**config.mk**
```make
export PLATFORM = sky130hd
export DESIGN_NAME = nxor_gate_flat
export DESIGN_NICKNAME = d
export VERILOG_FILES = /design/src/rtl/nxor_gate_if.sv /design/src/rtl/nxor_gate.sv /design/src/flat_wrapper.sv
export SDC_FILE = /design/constraint.sdc
export NUM_CORES = 1
export LEC_CHECK = 0
export BUFFER_PORTS_ARGS = -buffer_cell sky130_fd_sc_hd__buf_2
export CAP_MARGIN = 20
export CORE_MARGIN = 2
export CORE_UTILIZATION = 58
export DETAILED_ROUTE_END_ITERATION = 6
export PLACE_DENSITY = 0.86
export SYNTH_ARGS = -nofsm -noshare
export SYNTH_HDL_FRONTEND = slang
export SYNTH_SLANG_ARGS = --single-unit
```
**constraint.sdc**
```tcl
create_clock -name clk -period 10.28 [get_ports clk]
set_input_delay 1.542 -clock clk [delete_from_list [all_inputs] [get_ports clk]]
set_output_delay 1.542 -clock clk [all_outputs]
set_load 0.05 [all_outputs]
```
**src/rtl/nxor_gate_if.sv**
```systemverilog
// Operand/result handshake bundle for nxor_gate.
// master drives operands and out_ready; slave is the XNOR unit.
interface nxor_gate_if #(
    parameter int unsigned WIDTH = 32
);
    localparam int unsigned CntW = $clog2(WIDTH + 1);

    logic             in_valid;
    logic             in_ready;
    logic [WIDTH-1:0] a;
    logic [WIDTH-1:0] b;
    logic             out_valid;
    logic             out_ready;
    logic [WIDTH-1:0] c;
    logic             eq;
    logic [CntW-1:0]  match_cnt;

    modport master (
        output in_valid, a, b, out_ready,
        input  in_ready, out_valid, c, eq, match_cnt
    );

    modport slave (
        input  in_valid, a, b, out_ready,
        output in_ready, out_valid, c, eq, match_cnt
    );
endinterface

```
**src/rtl/nxor_gate.sv**
```systemverilog
// Registered bitwise XNOR with equality flag and match popcount.
// Two-entry (OUT + SKID) buffer keeps full throughput with registered in_ready.
module nxor_gate #(
    parameter int unsigned WIDTH = 32
) (
    input logic       clk,
    input logic       rst_n,
    nxor_gate_if.slave bus
);
    localparam int unsigned CntW = $clog2(WIDTH + 1);

    logic [WIDTH-1:0] res_c;
    logic             res_eq;
    logic [CntW-1:0]  res_cnt;

    logic             out_valid_q, out_valid_d;
    logic [WIDTH-1:0] out_c_q, out_c_d;
    logic             out_eq_q, out_eq_d;
    logic [CntW-1:0]  out_cnt_q, out_cnt_d;

    logic             skid_valid_q, skid_valid_d;
    logic [WIDTH-1:0] skid_c_q, skid_c_d;
    logic             skid_eq_q, skid_eq_d;
    logic [CntW-1:0]  skid_cnt_q, skid_cnt_d;

    logic             in_ready_q, in_ready_d;
    logic             in_fire, out_fire;

    always_comb begin
        res_c   = ~(bus.a ^ bus.b);
        res_eq  = &res_c;
        res_cnt = '0;
        for (int i = 0; i < WIDTH; i++) begin
            res_cnt = res_cnt + CntW'(res_c[i]);
        end
    end

    assign in_fire  = bus.in_valid & in_ready_q;
    assign out_fire = out_valid_q & bus.out_ready;

    always_comb begin
        out_valid_d  = out_valid_q;
        out_c_d      = out_c_q;
        out_eq_d     = out_eq_q;
        out_cnt_d    = out_cnt_q;
        skid_valid_d = skid_valid_q;
        skid_c_d     = skid_c_q;
        skid_eq_d    = skid_eq_q;
        skid_cnt_d   = skid_cnt_q;

        if (in_fire) begin
            if ((!out_valid_q || out_fire) && !skid_valid_q) begin
                out_valid_d = 1'b1;
                out_c_d     = res_c;
                out_eq_d    = res_eq;
                out_cnt_d   = res_cnt;
            end else begin
                skid_valid_d = 1'b1;
                skid_c_d     = res_c;
                skid_eq_d    = res_eq;
                skid_cnt_d   = res_cnt;
            end
        end else if (out_fire) begin
            if (skid_valid_q) begin
                out_c_d      = skid_c_q;
                out_eq_d     = skid_eq_q;
                out_cnt_d    = skid_cnt_q;
                skid_valid_d = 1'b0;
            end else begin
                out_valid_d = 1'b0;
            end
        end

        // in_ready is a flop tracking next-cycle SKID emptiness
        in_ready_d = ~skid_valid_d;
    end

    always_ff @(posedge clk) begin
        if (!rst_n) begin
            out_valid_q  <= 1'b0;
            out_c_q      <= '0;
            out_eq_q     <= 1'b0;
            out_cnt_q    <= '0;
            skid_valid_q <= 1'b0;
            skid_c_q     <= '0;
            skid_eq_q    <= 1'b0;
            skid_cnt_q   <= '0;
            in_ready_q   <= 1'b1;
        end else begin
            out_valid_q  <= out_valid_d;
            out_c_q      <= out_c_d;
            out_eq_q     <= out_eq_d;
            out_cnt_q    <= out_cnt_d;
            skid_valid_q <= skid_valid_d;
            skid_c_q     <= skid_c_d;
            skid_eq_q    <= skid_eq_d;
            skid_cnt_q   <= skid_cnt_d;
            in_ready_q   <= in_ready_d;
        end
    end

    assign bus.in_ready  = in_ready_q;
    assign bus.out_valid = out_valid_q;
    assign bus.c         = out_c_q;
    assign bus.eq        = out_eq_q;
    assign bus.match_cnt = out_cnt_q;
endmodule

```
**src/flat_wrapper.sv**
```systemverilog
// flat-port wrapper written by rule: the top's interface ports become plain ports
module nxor_gate_flat 
#(
    parameter int unsigned WIDTH = 32
)
  (clk, rst_n, bus_in_valid, bus_a, bus_b, bus_out_ready, bus_in_ready, bus_out_valid, bus_c, bus_eq, bus_match_cnt);
  nxor_gate_if #(.WIDTH(WIDTH)) bus_i ();
  input logic clk;
  input logic rst_n;
  input wire logic [$bits(bus_i.in_valid)-1:0] bus_in_valid;
  input wire logic [$bits(bus_i.a)-1:0] bus_a;
  input wire logic [$bits(bus_i.b)-1:0] bus_b;
  input wire logic [$bits(bus_i.out_ready)-1:0] bus_out_ready;
  output wire logic [$bits(bus_i.in_ready)-1:0] bus_in_ready;
  output wire logic [$bits(bus_i.out_valid)-1:0] bus_out_valid;
  output wire logic [$bits(bus_i.c)-1:0] bus_c;
  output wire logic [$bits(bus_i.eq)-1:0] bus_eq;
  output wire logic [$bits(bus_i.match_cnt)-1:0] bus_match_cnt;
  assign bus_i.in_valid = bus_in_valid;
  assign bus_i.a = bus_a;
  assign bus_i.b = bus_b;
  assign bus_i.out_ready = bus_out_ready;
  assign bus_in_ready = bus_i.in_ready;
  assign bus_out_valid = bus_i.out_valid;
  assign bus_c = bus_i.c;
  assign bus_eq = bus_i.eq;
  assign bus_match_cnt = bus_i.match_cnt;
  nxor_gate #(.WIDTH(WIDTH)) u_core (.clk(clk), .rst_n(rst_n), .bus(bus_i));
endmodule
```
# Yosys cells after proc, flatten, opt, wreduce, memory -nomap -nowiden
# Index checks and enable logic that the tools add are counted.
[word_totals] latch_bits=0 memories=0 ram_bits=0 reg_bits=81 rom_bits=0
[op_classes] n_reduce_logical=10 add_sub_neg=31 n_lt_le_gt_ge=0 n_bitwise=6 eq_ne=2 multipliers=0 muxes=19 div=0 shifts=0
[op_table] operator="6-bit by 1-bit adder with 6-bit output" n=30
[op_table] operator="32-bit two-way mux" n=4
[op_table] operator="32-bit inverter" n=1
[op_table] operator="32-bit AND reduction" n=1
[op_table] operator="32-bit bitwise XOR" n=1
[op_table] operator="6-bit two-way mux" n=4
[op_table] operator="1-bit two-way mux" n=11
[op_table] operator="3-bit AND reduction" n=2
[op_table] operator="2-bit inequality test, second input constant" n=2
[op_table] operator="2-bit nonzero test" n=2
[op_table] operator="1-bit by 1-bit adder with 2-bit output" n=1
[op_table] operator="1-bit AND" n=2
[op_table] operator="1-bit zero test" n=2
[op_table] operator="1-bit inverter" n=2
[op_table] operator="2-bit AND reduction" n=1
[op_table] operator="1-bit logical AND" n=1
[op_table] operator="1-bit logical OR" n=1

# Logic depth before layout (Yosys ltp)
# Gate-level depths: netlist (run 1).
[depth] ltp_word=35 mapped_depth=18 ltp_nobuf=18

# Worst setup path after synthesis (run 1)
# OpenSTA, ideal clock, no wires.
[synth_timing] path_type="input -> register" from="input port bus_b[0]" to="register u_core.out_cnt_q[4], in the netlist u_core.bus.match_cnt[4]" arrival_ns=6.468 required_ns=10.206 path_stages=17 setup_slack_ns=3.738 setup_time_ns=0.074 path_cell_list="xnor2_1 ha_1 inv_1 fa_1 fa_1 fa_1 fa_1 fa_1 inv_1 fa_1 fa_1 fa_1 a21o_1 a21oi_1 xnor2_1 nand2_1 a31oi_1"
[synth_between] elab_chain_len=35
[synth_rtl] element="from (decl)" line_no="flat_wrapper.sv:12" rtl="input wire logic [$bits(bus_i.b)-1:0] bus_b;"
[synth_rtl] element="32-bit bitwise XOR" line_no="nxor_gate.sv:30" rtl="res_c = ~(bus.a ^ bus.b);"
[synth_rtl] element="32-bit inverter" line_no="nxor_gate.sv:30"
[synth_rtl] element="1-bit by 1-bit adder with 2-bit output" line_no="nxor_gate.sv:34" rtl="res_cnt = res_cnt + CntW'(res_c[i]);"
[synth_rtl] element="6-bit by 1-bit adder with 6-bit output (30 in series)" line_no="nxor_gate.sv:34"
[synth_rtl] element="6-bit two-way mux" line_no="nxor_gate.sv:52" rtl="if ((!out_valid_q || out_fire) && !skid_valid_q) begin"
[synth_rtl] element="6-bit two-way mux" line_no="nxor_gate.sv:51" rtl="if (in_fire) begin"
[synth_rtl] element="to (signal assigned)" line_no="nxor_gate.sv:93" rtl="out_cnt_q <= out_cnt_d;"
[synth_rtl] element="to (decl)" line_no="nxor_gate.sv:19" rtl="logic [CntW-1:0] out_cnt_q, out_cnt_d;"
# Every way passes these cells. The select of a mux whose other input is x is not followed.
# A chain may end at the register's enable or synchronous reset.

# Worst setup path after layout (run 1)
[layout_timing] from="input port bus_b[1]" to="register u_core.out_cnt_q[4], in the netlist u_core.bus.match_cnt[4]"
[layout_between] elab_chain_len=35
[layout_rtl] element="32-bit bitwise XOR" line_no="nxor_gate.sv:30"
[layout_rtl] element="32-bit inverter" line_no="nxor_gate.sv:30"
[layout_rtl] element="via u_core.res_c[1]" line_no="nxor_gate.sv:12" rtl="logic [WIDTH-1:0] res_c;"
[layout_rtl] element="1-bit by 1-bit adder with 2-bit output" line_no="nxor_gate.sv:34"
[layout_rtl] element="6-bit by 1-bit adder with 6-bit output (30 in series)" line_no="nxor_gate.sv:34"
[layout_rtl] element="6-bit two-way mux" line_no="nxor_gate.sv:52"
[layout_rtl] element="6-bit two-way mux" line_no="nxor_gate.sv:51"
# The timed path passes the listed nets, and every way through them passes these cells. The select of a mux whose other input is x is not followed.

==> flow_summary.yaml, run 1 <==
setup_path:
  critPathArrivalTime_ps: 6820
  crit_slowest_cell: "fa_1"
  critPathCaptureType: "register"
  max_stage_delay_ps: 570
  required_ps: 10560
  cp_num_buf_inv: 3
  crit_path_max_fanout: 3
  crit_type: "primary input to register"
  crit_family: "adder cells"
  cpMostUsedCell: "fa_1"
  reg2regPathDepth: 6
  crit_chain: "buf_2 > xnor2_1 > ha_1 > inv_1 > fa_1 > fa_1 > fa_1 > fa_1 > fa_1 > inv_1 > fa_1 > fa_1 > fa_1 > a21o_1 > a21oi_1 > xnor2_1 > nand2_1 > a31oi_1"
  rrSetupSlack_ps: 8000
  critical_path.startpoint_type: "primary input"
  regToRegEndpoint: "u_core.bus.c[6]"
  reg2reg_from: "u_core.bus.in_ready"
synthesis:
  synth_top_family_by_area: "compound AO/OA/AOI/OAI gates"
  synth_common_cells: "dfxtp_1 (81), nand2_1 (76), nor2_1 (42)"
  syn_nets: 603
  yosysMostFrequentCell: "dfxtp_1"
  synth_warnings: 0
  synth_area_leaders: "dfxtp_1 (36%), fa_1 (11%), nand2_1 (6.4%)"
  ys_seq_area_share_pct: 36.5
  syn_inst: 503
  synth_compound_area_share_pct: 19.7
  synth_flop_cell: "dfxtp_1"
  synth.mux.area_fraction_pct: 0.450
  synth_cell_types: 39
  async_reset_ff_share_pct: 0
  synthSimpleGateAreaFrac_pct: 16.8
  synth_xor_area_share_pct: 6.90
  ys_seq_elements: 81
  synth_edf_count: 0
  synth_top_area_share_pct: 36.5
  avgSynthCellArea_sq_um: 8.84
  syn_area_sq_um: 4440
  synthAdderAreaFrac_pct: 13.1
  yosysTopAreaCell: "dfxtp_1"
global_route:
  grt_max_degree: 77
  grt_pass1_vias: 3499
  grt-ovfl-total: 0
  antenna_found_initial: 0
  grt_util_all_layers_pct: 23.6
  grt_pass1_wl_um: 15900
floorplan:
  core_sq_um: 7330
  die_area_sq_um: 8380
  fp.dieW_um: 91.5
  num_rows: 31
  die_y_um: 91.5
  io_pins: 109
  start_util_pct: 60.6
route:
  ant_nets: 0
  drtIter0Drc: 131
  vias: 3741
  wl_per_cell_um: 13.9
  wl_um: 9710
  via_per_inst: 5.37
  dr.pass1.iters: 4
  drt_drc_violations_left: 0
power_and_ir_drop:
  p_leak_nw: 2.48
  p_per_area_nw_per_um2: 315
  irDropWorstVdd_uv: 390
  total_power_w: 0.00164
timing:
  setup-violations-final: 0
  slew_violations: 0
  rsz0062_at_grt: "no"
  fmax_mhz: 153
  fin_crit_sh_pct: 63.6
  setup_tns_ps: 0
  clock_skew_ps: 8.96
  final_hold_viol_count: 0
  worstMarginPinSlew_ps: 745
  maxSlewHeadroom_pct: 50.3
  period_needed_ps: 6540
hold_path:
  hold_path_end: "u_core.skid_c_q[9]"
  whs_path_depth: 2
  hp-class: "register to register"
  min_from: "u_core.skid_c_q[9]"
clocking:
  clockBufferDepth: 2
  cts.clk_slew.worst_paths_ps: 90
  cts_setup_buffers: 0
  postCtsHoldBufs: 0
  cts_htree_levels: 3
  cts_sinks: 81
  cts_resized: 0
  clock_latency_ps: 350
  cts_made_buffers: 9
  cts_tree: "built"
  cts_root_buf: "clkbuf_8"
final_layout:
  area_delta_synth_final_pct: 17.1
  post-route-util_pct: 71.0
  diodes: 0
  drive_gt1_share_pct: 22.1
  nNetsFinal: 693
placed_design:
  gp_congestion: 0.810
  dpl.hpwl_um: 6800
  io_buffers: 108
status:
  outcome: "finished clean"
job:
  cap_violations: 0
## worst reg2reg max path: cells and delay by family (launching register included)
family | cells | cell delay (ps)
compound gates | 3 | 800
buf+inv | 2 | 940
flops | 1 | 390
simple gates | 1 | 50
## cells by family (layout without fill, tap and decap cells)
| logic type | Yosys count | in the layout |
|---|---|---|
| flip-flops | 81 | 81 |
| AND/OR/NAND/NOR | 167 | 167 |
| buffers and inverters | 67 | 162 |
| multiplexers | 2 | 2 |
| adder cells (fa/ha/maj) | 32 | 32 |
| AO/OA/AOI/OAI | 119 | 119 |
| XOR/XNOR | 35 | 35 |
## cell usage in the layout, fill, tap and decap left out, types with 2 or more instances in the layout
cell type | netlist | layout
buf_2 | 14 | 108
dfxtp_1 | 81 | 81
nand2_1 | 76 | 76
nor2_1 | 42 | 42
a21oi_1 | 36 | 36
inv_1 | 33 | 33
xor2_1 | 25 | 25
o211a_1 | 25 | 25
nor2b_1 | 25 | 25
fa_1 | 24 | 24
o211ai_1 | 16 | 16
a21boi_0 | 12 | 12
xnor2_1 | 10 | 10
clkbuf_8 | 0 | 10
nand3_1 | 9 | 9
a211oi_1 | 8 | 8
o21ai_0 | 8 | 8
ha_1 | 8 | 8
nor4_1 | 6 | 6
buf_4 | 4 | 4
and2_1 | 3 | 3
a21o_1 | 3 | 3
a311oi_1 | 2 | 2
a31oi_1 | 2 | 2
mux2i_1 | 2 | 2
nand4_1 | 2 | 2
bufinv_16 | 0 | 2
clkbuf_1 | 14 | 2
## through the flow
| step | hold slack, ps | setup WS [ps] | area [sq um] | instances |
|---|---|---|---|---|
| floorplan | 444 | 3740 | 4440 | 503 |
| global placement | 451 | 3470 | 4980 | 681 |
| detailed placement | 459 | 3320 | 4980 | 681 |
| CTS | 469 | 3690 | 5200 | 697 |
| global route | 487 | 3500 | 5200 | 697 |
| finish | 466 | 3740 | 5200 | 697 |
## worst max path at each step
| stage | start | end | slack [ps] | cells past startpoint |
|---|---|---|---|---|
| 6_report | bus_b[1] | u_core.bus.match_cnt[4] | 3740 | 18 |
| 5_1_grt | bus_b[1] | u_core.bus.match_cnt[4] | 3500 | 18 |
| 4_1_cts | bus_b[1] | u_core.bus.match_cnt[4] | 3690 | 18 |
| 3_5_place_dp | bus_b[1] | u_core.bus.match_cnt[4] | 3320 | 18 |
| 3_3_place_gp | bus_b[0] | u_core.bus.match_cnt[4] | 3470 | 18 |
| 2_1_floorplan | bus_b[0] | u_core.bus.match_cnt[4] | 3740 | 17 |
## metal layers
layer  vias to the layer above  GRT usage [%]  share of wire, %
li1                       1857              -                 -
met1                      1771           29.6                43
met5                         -              0                 0
met2                        92           40.4                50
met4                         0           9.60               2.2
met3                        21           3.57               4.6
## sequential cells by signal (all words and copies together) (netlist names)
name	flops
u_core.bus.match_cnt	6
u_core.skid_c_q	32
u_core.bus.out_valid	1
u_core.skid_valid_q	1
u_core.bus.in_ready	1
u_core.bus.c	32
u_core.skid_cnt_q	6
u_core.bus.eq	1
u_core.skid_eq_q	1
## power by group
group / total, W / switching, W / leakage [nW] / internal, W
clock network: 0.000258 / 0.000114 / 0.107 / 0.000144
logic: 0.00101 / 0.000578 / 1.71 / 0.000434
registers: 0.000367 / 0.0000183 / 0.663 / 0.000349
total: 0.00164 / 0.000711 / 2.48 / 0.000927
## area by class of cell
class / instances / area, sq um
tap: 99 / 124
inverter: 34 / 128
clock buffer: 12 / 145
fill: 587 / 2130
sequential: 81 / 1620
clock inverter: 4 / 76.3
timing repair buffer: 112 / 571
multi-input combinational: 355 / 2540
No activity file was read; power rests on OpenSTA's default activity.
==> run 2, diff against run 1 <==
- CORE_UTILIZATION: 58 -> 54
- PLACE_DENSITY: 0.86 -> 0.81
- clock period: 10.28 -> 6.8 ns (I/O delays scaled with it)
==> flow_summary.yaml, run 2 (synthesis results as in run 1) <==
clocking:
  cts_htree_levels: 3
  cts.clk_slew.worst_paths_ps: 80
  cts_tree: "built"
  cts_sinks: 81
  cts_made_buffers: 9
  clock_latency_ps: 350
  cts_root_buf: "clkbuf_8"
  cts_setup_buffers: 0
  clockBufferDepth: 2
  cts_resized: 0
  postCtsHoldBufs: 0
route:
  wl_um: 9510
  drt_drc_violations_left: 0
  via_per_inst: 5.30
  drtIter0Drc: 198
  vias: 3723
  dr.pass1.iters: 4
  wl_per_cell_um: 13.5
  ant_nets: 0
timing:
  slew_violations: 0
  clock_skew_ps: 6.02
  final_hold_viol_count: 0
  setup_ws_ps: 728
  rsz0062_at_grt: "no"
  period_needed_ps: 6070
  maxSlewHeadroom_pct: 50.9
  fin_crit_sh_pct: 89.3
  setup-violations-final: 0
  fmax_mhz: 165
  worstMarginPinSlew_ps: 736
  whs_ps: 476
  setup_tns_ps: 0
setup_path:
  crit_path_max_fanout: 3
  crit_family: "adder cells"
  required_ps: 7080
  critical_path.startpoint_type: "primary input"
  critPathCaptureType: "register"
  crit_chain: "buf_2 > xnor2_1 > ha_1 > inv_1 > fa_1 > fa_1 > fa_1 > fa_1 > fa_1 > inv_1 > fa_1 > fa_1 > fa_1 > a21o_1 > a21oi_1 > xnor2_1 > nand2_1 > a31oi_1"
  max_stage_delay_ps: 580
  crit_type: "primary input to register"
  cpMostUsedCell: "fa_1"
  critPathArrivalTime_ps: 6350
  crit_slowest_cell: "fa_1"
  cp_num_buf_inv: 3
power_and_ir_drop:
  irDropWorstVdd_uv: 448
  p_per_area_nw_per_um2: 471
  p_leak_nw: 2.47
  total_power_w: 0.00244
final_layout:
  regArea_sq_um: 1620
  nNetsFinal: 693
  final_cell_mix: "buf_2 (108), dfxtp_1 (81), nand2_1 (76), nor2_1 (42), a21oi_1 (36)"
  drive_gt1_share_pct: 21.9
  area_delta_synth_final_pct: 16.5
  mostFrequentLayoutCell: "buf_2"
  post-route-util_pct: 64.0
  diodes: 0
  multiInputGateArea_sq_um: 2540
  n_fill_cell: 724
global_route:
  antenna_found_initial: 0
  gr-usage-met3_pct: 4.79
  grt_util_all_layers_pct: 22.5
  met2_usage_pct: 38.5
  grt-ovfl-total: 0
  grt_max_degree: 77
  grt_busiest_layer: "met2"
  grt_pass1_wl_um: 15900
  grt_pass1_vias: 3546
  use_met1_pct: 28.3
placed_design:
  pre_cts_ws_ps: 349
  gp_congestion: 0.844
  io_buffers: 108
  dpl.hpwl_um: 6890
floorplan:
  fp.dieW_um: 94.7
  io_pins: 109
  start_util_pct: 54.9
  num_rows: 33
  die_area_sq_um: 8970
  core_sq_um: 8090
  die_y_um: 94.7
hold_path:
  hp-class: "register to register"
job:
  cap_violations: 0
status:
  outcome: "finished clean"
[run 2: cell types whose count changed in the layout (fill, tap and decap cells not counted)]
cell | before | now
clkinv_2 | 0 | 2
clkbuf_1 | 2 | 3
clkinv_4 | 1 | 0
clkinvlp_4 | 1 | 0
bufinv_16 | 2 | 1
[run 2: path summary, 6_finish.rpt]
check | startpoint | endpoint | slack, ps | cells after the start
setup / recovery | bus_b[1] | u_core.bus.match_cnt[4] | 730 | 18
hold reg to reg | u_core.skid_c_q[1] | u_core.skid_c_q[1] | 480 | 2
setup reg to reg | u_core.bus.in_ready | u_core.bus.c[6] | 4580 | 6
hold / removal | u_core.skid_c_q[1] | u_core.skid_c_q[1] | 480 | 2
[run 2: final cells by class]
type / instances / share of cell area (%)
clock buffer: 13 / 2.88
tap: 105 / 2.54
timing repair buffer: 112 / 11.0
inverter: 34 / 2.46
sequential: 81 / 31.3
multi-input combinational: 355 / 49.0
clock inverter: 3 / 0.773
[run 2: worst reg2reg max path: stages, from the launching register on]
cell	delay, ps
dfxtp_1	370
nand2_2	50
buf_4	320
o32ai_4	320
buf_4	620
o211ai_1	260
o211a_1	170
[run 2: power by group]
part           switching [W]  internal [W]  total (W)  leakage (nW)
sequential         0.0000273      0.000528   0.000555         0.663
combinational       0.000884      0.000657    0.00154          1.71
clock               0.000166      0.000179   0.000345        0.0974
[run 2: per-layer routing]
| layer | routed length [um] | vias up |
|---|---|---|
| met3 | 462 | 10 |
| li1 | - | 1854 |
| met4 | 121 | 0 |
| met5 | 0 | - |
| met1 | 4120 | 1768 |
| met2 | 4800 | 91 |
[run 2: metrics by stage]
stage	std cells	cell area [sq um]
final	703	5180
after global placement	687	4990
after detailed placement	687	4990
after floorplan	503	4440
after CTS	703	5180
after global routing	703	5180
